`src/rtl/uart_pkg.sv`:
```
// Shared constants for the configurable UART transmitter: parity modes,
// FSM state encodings and a counter-width helper.
package uart_pkg;

    localparam int PAR_NONE = 0;
    localparam int PAR_EVEN = 1;
    localparam int PAR_ODD  = 2;

    typedef enum logic [2:0] {
        ST_IDLE   = 3'd0,
        ST_START  = 3'd1,
        ST_DATA   = 3'd2,
        ST_PARITY = 3'd3,
        ST_STOP   = 3'd4
    } tx_state_e;

    // Bits needed for a counter running 0..n-1, never less than one.
    function automatic int cnt_width(input int n);
        return (n <= 2) ? 1 : $clog2(n);
    endfunction

endpackage

```
`src/rtl/uart_tx_hold.sv`:
```
// One-entry holding register between the payload handshake and the
// transmit shifter; emptied when the FSM pulls the payload.
module uart_tx_hold #(
    parameter int DATA_BITS = 8
) (
    input  logic                 i_clock,
    input  logic                 i_reset,
    input  logic [DATA_BITS-1:0] i_data,
    input  logic                 i_valid,
    output logic                 o_ready,
    input  logic                 i_pop,
    output logic                 o_full,
    output logic [DATA_BITS-1:0] o_data
);

    logic                 full_q;
    logic [DATA_BITS-1:0] data_q;

    // Accept only when empty and pop only when full, so the two never collide.
    always_ff @(posedge i_clock or negedge i_reset) begin
        if (!i_reset) begin
            full_q <= 1'b0;
            data_q <= '0;
        end else if (i_valid && !full_q) begin
            full_q <= 1'b1;
            data_q <= i_data;
        end else if (i_pop) begin
            full_q <= 1'b0;
        end
    end

    assign o_ready = !full_q;
    assign o_full  = full_q;
    assign o_data  = data_q;

endmodule

```
`src/rtl/uart_tx_cfg.sv`:
```
// Parameterised UART transmitter: start bit, LSB-first data, optional
// parity and one or two stop bits, paced by an external oversample tick.
module uart_tx_cfg
    import uart_pkg::*;
#(
    parameter int DATA_BITS     = 8,
    parameter int TICKS_PER_BIT = 16,
    parameter int PARITY_MODE   = 0,
    parameter int STOP_BITS     = 1
) (
    input  logic                 i_clock,
    input  logic                 i_reset,
    input  logic                 i_tick,
    input  logic [DATA_BITS-1:0] i_tx_data,
    input  logic                 i_tx_valid,
    output logic                 o_tx_ready,
    output logic                 o_tx,
    output logic                 o_busy,
    output logic                 o_done
);

    localparam int TW = cnt_width(TICKS_PER_BIT);
    localparam int BW = cnt_width((DATA_BITS > STOP_BITS) ? DATA_BITS : STOP_BITS);
    localparam logic [TW-1:0] TICK_LAST = TW'(TICKS_PER_BIT - 1);
    localparam logic [BW-1:0] DATA_LAST = BW'(DATA_BITS - 1);
    localparam logic [BW-1:0] STOP_LAST = BW'(STOP_BITS - 1);

    tx_state_e            state_q, state_d;
    logic [TW-1:0]        tick_cnt;
    logic [BW-1:0]        bit_cnt;
    logic [DATA_BITS-1:0] shift_q;
    logic                 par_q;
    logic                 done_q;
    logic                 load;
    logic                 frame_end;
    logic                 bit_end;
    logic                 hold_full;
    logic [DATA_BITS-1:0] hold_data;

    uart_tx_hold #(.DATA_BITS(DATA_BITS)) u_hold (
        .i_clock (i_clock),
        .i_reset (i_reset),
        .i_data  (i_tx_data),
        .i_valid (i_tx_valid),
        .o_ready (o_tx_ready),
        .i_pop   (load),
        .o_full  (hold_full),
        .o_data  (hold_data)
    );

    assign bit_end = i_tick && (tick_cnt == TICK_LAST);

    always_comb begin
        state_d   = state_q;
        load      = 1'b0;
        frame_end = 1'b0;
        case (state_q)
            ST_IDLE: begin
                if (hold_full) begin
                    state_d = ST_START;
                    load    = 1'b1;
                end
            end
            ST_START: if (bit_end) state_d = ST_DATA;
            ST_DATA: begin
                if (bit_end && bit_cnt == DATA_LAST)
                    state_d = (PARITY_MODE != PAR_NONE) ? ST_PARITY : ST_STOP;
            end
            ST_PARITY: if (bit_end) state_d = ST_STOP;
            ST_STOP: begin
                // A queued payload chains straight into the next start bit.
                if (bit_end && bit_cnt == STOP_LAST) begin
                    frame_end = 1'b1;
                    if (hold_full) begin
                        state_d = ST_START;
                        load    = 1'b1;
                    end else begin
                        state_d = ST_IDLE;
                    end
                end
            end
            default: state_d = ST_IDLE;
        endcase
    end

    always_ff @(posedge i_clock or negedge i_reset) begin
        if (!i_reset) begin
            state_q  <= ST_IDLE;
            tick_cnt <= '0;
            bit_cnt  <= '0;
            shift_q  <= '0;
            par_q    <= 1'b0;
            done_q   <= 1'b0;
        end else begin
            state_q <= state_d;
            done_q  <= frame_end;

            // Ticks seen while idle or on the load edge belong to no bit period.
            if (state_q == ST_IDLE || load)
                tick_cnt <= '0;
            else if (i_tick)
                tick_cnt <= bit_end ? '0 : tick_cnt + 1'b1;

            if (state_d != state_q)
                bit_cnt <= '0;
            else if (bit_end)
                bit_cnt <= bit_cnt + 1'b1;

            if (load) begin
                shift_q <= hold_data;
                par_q   <= (^hold_data) ^ (PARITY_MODE == PAR_ODD);
            end else if (state_q == ST_DATA && bit_end) begin
                shift_q <= shift_q >> 1;
            end
        end
    end

    always_comb begin
        o_tx = 1'b1;
        case (state_q)
            ST_START:  o_tx = 1'b0;
            ST_DATA:   o_tx = shift_q[0];
            ST_PARITY: o_tx = par_q;
            default:   o_tx = 1'b1;
        endcase
    end

    assign o_busy = (state_q != ST_IDLE);
    assign o_done = done_q;

endmodule
```
`config.mk`:
```
export PLATFORM = sky130hd
export DESIGN_NAME = uart_tx_cfg
export DESIGN_NICKNAME = d
export VERILOG_FILES = /design/src/rtl/uart_pkg.sv /design/src/rtl/uart_tx_hold.sv /design/src/rtl/uart_tx_cfg.sv
export SDC_FILE = /design/constraint.sdc
export NUM_CORES = 1
export LEC_CHECK = 0
export CAP_MARGIN = 5
export CORE_UTILIZATION = 30
export CTS_BUF_LIST = sky130_fd_sc_hd__clkbuf_16
export DETAILED_ROUTE_END_ITERATION = 8
export GPL_TIMING_DRIVEN = 0
export PLACE_DENSITY = 0.59
export SLEW_MARGIN = 20
export SYNTH_ARGS = -nofsm -noshare
export SYNTH_HDL_FRONTEND = slang
export SYNTH_SLANG_ARGS = --single-unit
```
`constraint.sdc`:
```
create_clock -name i_clock -period 2.19 [get_ports i_clock]
set_input_delay 0.3285 -clock i_clock [delete_from_list [all_inputs] [get_ports i_clock]]
set_output_delay 0.3285 -clock i_clock [all_outputs]
set_load 0.05 [all_outputs]
```
* Yosys cells after proc, flatten, opt, wreduce, memory -nomap -nowiden
Cells that the tools add are included.
** Storage, ports and cells
- Flip-flop bits (word level) :: 29
- Latch bits :: 0
- Memory bits (writable) :: 0
- ROM bits :: 0
- Input bits :: 12
- Output and inout port bits :: 4
- Word-level logic and storage cells :: 54
- Memories kept :: 0
** Cells by class
- $add $sub $neg :: 2
- Multiply operators :: 0
- Divide/modulo/power cells :: 0
- Order comparisons :: 0
- Eq/ne operators :: 7
- Shifts and indexed selects :: 0
- Mux-type cells :: 22
- Bitwise operators :: 0
- Reductions and logical operators :: 15
** Operator list (number)
- 3-bit two-way mux :: 7
- 8-bit two-way mux :: 2
- 3-bit case mux with 5 select lines :: 1
- 4-bit two-way mux :: 3
- 2-bit nonzero test :: 4
- 8-bit XOR reduction :: 1
- 1-bit two-way mux :: 7
- 3-bit by 2-bit equality test with 1-bit output, second input constant :: 2
- 3-bit equality test, second input constant :: 2
- 3-bit zero test :: 2
- 1-bit logical AND :: 5
- 4-bit by 1-bit adder with 4-bit output, second input constant :: 1
- 4-bit equality test, second input constant :: 1
- 3-bit by 1-bit adder with 3-bit output, second input constant :: 1
- 3-bit by 1-bit equality test with 1-bit output, second input constant :: 1
- 3-bit != test :: 1
- 1-bit case mux with 3 select lines :: 1
- 3-bit nonzero test :: 1
- 1-bit case mux with 2 select lines :: 1
- 1-bit zero test :: 1
- 1-bit logical OR :: 1

* Logic depth before layout (Yosys ltp)
- Word-level depth :: 7
- Depth in mapped cells :: 6
- Mapped depth without buffers :: 6

* Hierarchy
Synthesis repeated with hierarchy kept, for this count alone.
** Unflattened totals
- Cells, all modules :: 134
- Area total of the unflattened synthesis :: 1522.7 µm²
** By module, submodules not included
- uart_tx_cfg :: times used 1, cells each 113, area each 1148.6 µm², sequential area each 500.5 µm²
- uart_tx_hold :: times used 1, cells each 21, area each 374.1 µm², sequential area each 225.2 µm²

* Worst setup path before layout
Ideal clock, no wire load.
- Path kind :: register -> register
- From :: register tick_cnt[0]
- To :: register par_q
- Library setup time :: 0.125 ns
- Arrival :: 1.455 ns
- Required time :: 2.065 ns
- Path slack :: 0.610 ns
- Stages on the path, launching flop included :: 7
- Path buffers :: 1
- Period minus slack after synthesis :: 1.580 ns
- Cell sequence :: dfrtp_1 -> ha_1 -> nand4_2 -> buf_6 -> o21ai_4 -> nand2_4 -> mux2_4
** Between the ends
- Longest elaborated chain between the ends :: 5
** RTL lines
- start: declaration :: line uart_tx_cfg.sv:29 : logic [TW-1:0] tick_cnt;
- start signal: assignment :: line uart_tx_cfg.sv:102 : tick_cnt <= bit_end ? '0 : tick_cnt + 1'b1;
- 4-bit equality test :: line uart_tx_cfg.sv:51 : assign bit_end = i_tick && (tick_cnt == TICK_LAST);
- 1-bit logical AND :: line uart_tx_cfg.sv:51
- 1-bit logical AND :: line uart_tx_cfg.sv:72 : if (bit_end && bit_cnt == STOP_LAST) begin
- 1-bit two-way mux :: line uart_tx_cfg.sv:72
- 1-bit case mux with 2 select lines :: line uart_tx_cfg.sv:57 : case (state_q)
- end signal: assignment :: line uart_tx_cfg.sv:111 : par_q <= (^hold_data) ^ (PARITY_MODE == PAR_ODD);
- end: declaration :: line uart_tx_cfg.sv:32 : logic par_q;
Every way passes these cells.
A chain may end at the register's enable or synchronous reset.

* Worst setup path after layout
- From :: register state_q[0]
- To :: output o_tx
** Between the ends
- Longest elaborated chain between the ends :: 2
- Elaborated cells between the ends (all ways) :: 4
- Those cells by class :: eq/ne: 3; mux: 1
** RTL lines
- start: declaration :: line uart_tx_cfg.sv:28 : tx_state_e state_q, state_d;
- start signal: assignment :: line uart_tx_cfg.sv:95 : state_q <= state_d;
- 3-bit by 2-bit equality test with 1-bit output / 3-bit by 1-bit equality test with 1-bit output (equally long branches) :: line uart_tx_cfg.sv:120 : case (state_q)
- 1-bit case mux with 3 select lines (*) :: line uart_tx_cfg.sv:120
- end: declaration :: line uart_tx_cfg.sv:17 : output logic o_tx,
Mark *: on every way between the ends. The rest lies on a longest branch, timed or not.

==> results.sh <==
export IMPL_pwr_share_clk=0.231
export IMPL_final_antenna_net_count=0
export IMPL_yosysTopAreaCellShare=0.484
export IMPL_power_net_switching_mw=0.979
export IMPL_final_cell_mix="29 x sky130_fd_sc_hd__dfrtp_1, 12 x sky130_fd_sc_hd__nand2_1, 11 x sky130_fd_sc_hd__nor2_1, 11 x sky130_fd_sc_hd__clkdlybuf4s50_1"
export IMPL_grt_first_pass_wirelength_um=5420
export IMPL_netlist_area_um2=1500
export IMPL_cts_root_buffer="sky130_fd_sc_hd__clkbuf_16"
export IMPL_startpoint_type="flip-flop"
export IMPL_met2_demand_to_capacity_share_in_global_routing=0.233
export IMPL_most_common_cell_after_layout_fill_and_taps_aside="sky130_fd_sc_hd__dfrtp_1"
export IMPL_sequentialPowerShare=0.365
export IMPL_setup_total_negative_slack_ns=0
export IMPL_ir_worst_vdd_mv=0.599
export IMPL_synth_async_reset_ratio=1.00
export IMPL_floorplan_initialDensity=0.316
export IMPL_cp_cell_sequence="buf_2, nor2_1, a22oi_1, or2_2, dlygate4sd2_1"
export IMPL_worst_ep_required_time_ns=1.86
export IMPL_outcome="completed"
export IMPL_routed_wl_um=2990
export IMPL_antenna_violations_before_repair=0
export IMPL_place_port_buffers=14
export IMPL_diodes=0
export IMPL_finalHoldViolCount=0
export IMPL_cell_accounting_for_the_most_synthesized_area="sky130_fd_sc_hd__dfrtp_1"
export IMPL_min_delay_path_class="in2async"
export IMPL_seq_area_frac_synth=0.484
export IMPL_timing_final_crit_share=0.932
export IMPL_global_route_usage_met3=0.0539
export IMPL_cellInternalPower_mw=1.68
export IMPL_detailedRoute_firstIterationViolations=67
export IMPL_globalRouteTotalUtil=0.137
export IMPL_critPathMaxFanout=10
export IMPL_clock_skew_final_ns=0.00338
export IMPL_grt_pass1_vias=1166
export IMPL_worst_relative_slew_slack=0.569
export IMPL_ctsHtreeMaxLevel=2
export IMPL_design_portCount=16
export IMPL_timing_worst_slew_pin_value_ns=0.647
export IMPL_gpl_final_weighted_congestion=0.800
export IMPL_final_setup_violation_count=0
export IMPL_clkTransAtPathRegs_ns=0.05
export IMPL_flow_area_growth_from_synthesis_pct=23.3
export IMPL_crit_path_end_kind="primary output"
export IMPL_maxSlewViolCount=0
export IMPL_p_comb_frac=0.404
export IMPL_dr_pass1_iters=4
export IMPL_power_static_leakage_nw=0.826
export IMPL_die_area_um2=5290
export IMPL_final_area_um2=1850
export IMPL_timing_fmax_mhz=490
export IMPL_die_width_um=72.7
export IMPL_ys_types=39
export IMPL_cts_setup_buffers=0
export IMPL_yosys_warnings=0
export IMPL_netSwitchingFraction=0.368
export IMPL_pin_count_of_the_biggest_net_entering_global_routing=30
export IMPL_worst_path_max_delay_cell="sky130_fd_sc_hd__dlygate4sd2_1"
export IMPL_synth_avg_cell_area_um2=10.8
export IMPL_clk_insertion_delay_late_ns=0.27
export IMPL_worst_setup_path_type="reg2out"
export IMPL_cp_slowest_stage_delay_ns=0.42
export IMPL_route_detailed_wl_per_inst_um=13.2
export IMPL_fin_nets=176
export IMPL_post_route_cells_drive_above_1_share=0.169
export IMPL_synth_ff_latch_count=29
export IMPL_drt_vias_per_instance=4.82
export IMPL_cts_tree="done"
export IMPL_drc=0
export IMPL_nFillCells=496
export IMPL_unrepaired_setup_endpoints_after_global_routing="false"
export IMPL_layout_cells_non_filler=227
export IMPL_cp_arrival_ns=1.71
export IMPL_powerDensity_nw_per_um2=1440
export IMPL_synth_main_ff_cell="sky130_fd_sc_hd__dfrtp_1"
export IMPL_half_perimeter_wire_length_of_the_detailed_placement_result_um=2200
export IMPL_postPlaceCellArea_um2=1720
export IMPL_cts_buffers_inserted=5
export IMPL_vias=1095
export IMPL_final_min_clock_period_ns=2.04
export IMPL_post_layout_total_power_mw=2.66
export IMPL_clkSinkCount=29
export IMPL_dieHeight_um=72.7
export IMPL_placedCellCount=220
export IMPL_core_rowCount=25
export IMPL_synth_edff_count=0
export IMPL_net_count_of_the_mapped_netlist=155
export IMPL_postSynthCellCount=139
export IMPL_globalRoute_totalOverflow=0
export IMPL_dominant_cells_by_area_after_synthesis="sky130_fd_sc_hd__dfrtp_1 48%, sky130_fd_sc_hd__mux2_2 6.0%, sky130_fd_sc_hd__mux2i_1 5.3%"
export IMPL_groute_layer_met1_usage=0.158
export IMPL_grt_busiest_layer="met2"
export IMPL_max_cap_viols=0
export IMPL_coreArea_um2=4750
export IMPL_maximum_clock_insertion_buffer_count=2
## critical path: cells and delay by family (launching register included)
kind | cells | cell delay (ns)
buf+inv | 2 | 0.60
simple gates | 2 | 0.41
compound gates | 1 | 0.07
flops | 1 | 0.37
## stage by stage
step	utilization	setup WS (ns)	hold slack, ns
2_1_floorplan	-	0.610	0.0329
3_3_place_gp	0.363	0.164	0.484
3_5_place_dp	0.362	0.144	0.399
4_1_cts	0.389	0.127	0.110
5_1_grt	0.389	0.0362	0.145
6_report	0.389	0.150	0.0845
## cell families after synthesis
group           after synthesis  share of synthesized area
buf+inv                      11                     0.0450
flops                        29                      0.484
compound gates               22                     0.0976
fa+ha+maj                     4                     0.0334
simple gates                 48                      0.170
mux                          17                      0.123
xor+xnor                      8                     0.0467
## flip-flops by register name (all words and copies together) (netlist names)
| signal | cells |
|---|---|
| shift_q | 8 |
| u_hold.o_data | 8 |
| tick_cnt | 4 |
| bit_cnt | 3 |
| state_q | 3 |
| o_done | 1 |
| par_q | 1 |
| u_hold.o_full | 1 |
## synthesized netlist by cell type (2+ instances only)
cell type                  instances
sky130_fd_sc_hd__dfrtp_1          29
sky130_fd_sc_hd__nand2_1          12
sky130_fd_sc_hd__nor2_1           11
sky130_fd_sc_hd__mux2_2            8
sky130_fd_sc_hd__mux2i_1           8
sky130_fd_sc_hd__nand3_1           7
sky130_fd_sc_hd__o21ai_1           7
sky130_fd_sc_hd__xnor2_1           6
sky130_fd_sc_hd__a21oi_1           5
sky130_fd_sc_hd__ha_1              4
sky130_fd_sc_hd__nor3_1            4
sky130_fd_sc_hd__buf_2             3
sky130_fd_sc_hd__buf_6             3
sky130_fd_sc_hd__inv_1             3
sky130_fd_sc_hd__clkbuf_1          2
sky130_fd_sc_hd__nand2b_1          2
sky130_fd_sc_hd__or3_1             2
sky130_fd_sc_hd__xor2_1            2
## worst paths after layout
kind / from / to / slack [ns] / depth (start not counted)
max: state_q[0]$_DFF_PN0_ / o_tx / 0.15 / 5
min: i_reset / tick_cnt[2]$_DFFE_PN0P_ / 0.08 / 1
max reg2reg: tick_cnt[0]$_DFFE_PN0P_ / par_q$_DFFE_PN0P_ / 0.40 / 6
min reg2reg: shift_q[0]$_DFFE_PN0P_ / shift_q[0]$_DFFE_PN0P_ / 0.51 / 2
max in group asynchronous: i_reset / shift_q[1]$_DFFE_PN0P_ / 1.69 / 1
min in group i_clock: i_tick / tick_cnt[1]$_DFFE_PN0P_ / 0.36 / 3
## routing by layer
layer / up-vias / part of all wire
met1: 546 / 0.45
li1: 523 / -
met3: 6 / 0.036
met2: 20 / 0.50
met4: 0 / 0.014
met5: - / 0
## repair_timing
action | CTS | global route
gates resized for setup | 2 | 0
endpoints found under the setup margin | 2 | 0
hold buffers | 0 | 0
## power by group through the flow
stage | sequential [mW] | combinational (mW) | clock (mW)
2_1_floorplan | 0.921 | 0.877 | 0
4_1_cts | 0.973 | 1.09 | 0.636
3_3_place_gp | 0.963 | 1.06 | 0
5_1_grt | 1.00 | 1.20 | 0.669
3_5_place_dp | 0.982 | 1.10 | 0
6_report | 0.971 | 1.08 | 0.614
## cell type report
cell class,count,area [µm²],share of cell area
Buffer,8,56.3,0.0304
Clock buffer,5,125,0.0677
Clock inverter,2,7.51,0.00406
Inverter,3,11.3,0.00609
Multi-Input combinational cell,99,707,0.382
Sequential cell,29,726,0.392
Tap cell,67,83.8,0.0453
Timing Repair Buffer,14,133,0.0717
Power figures use the tool's default switching activity.
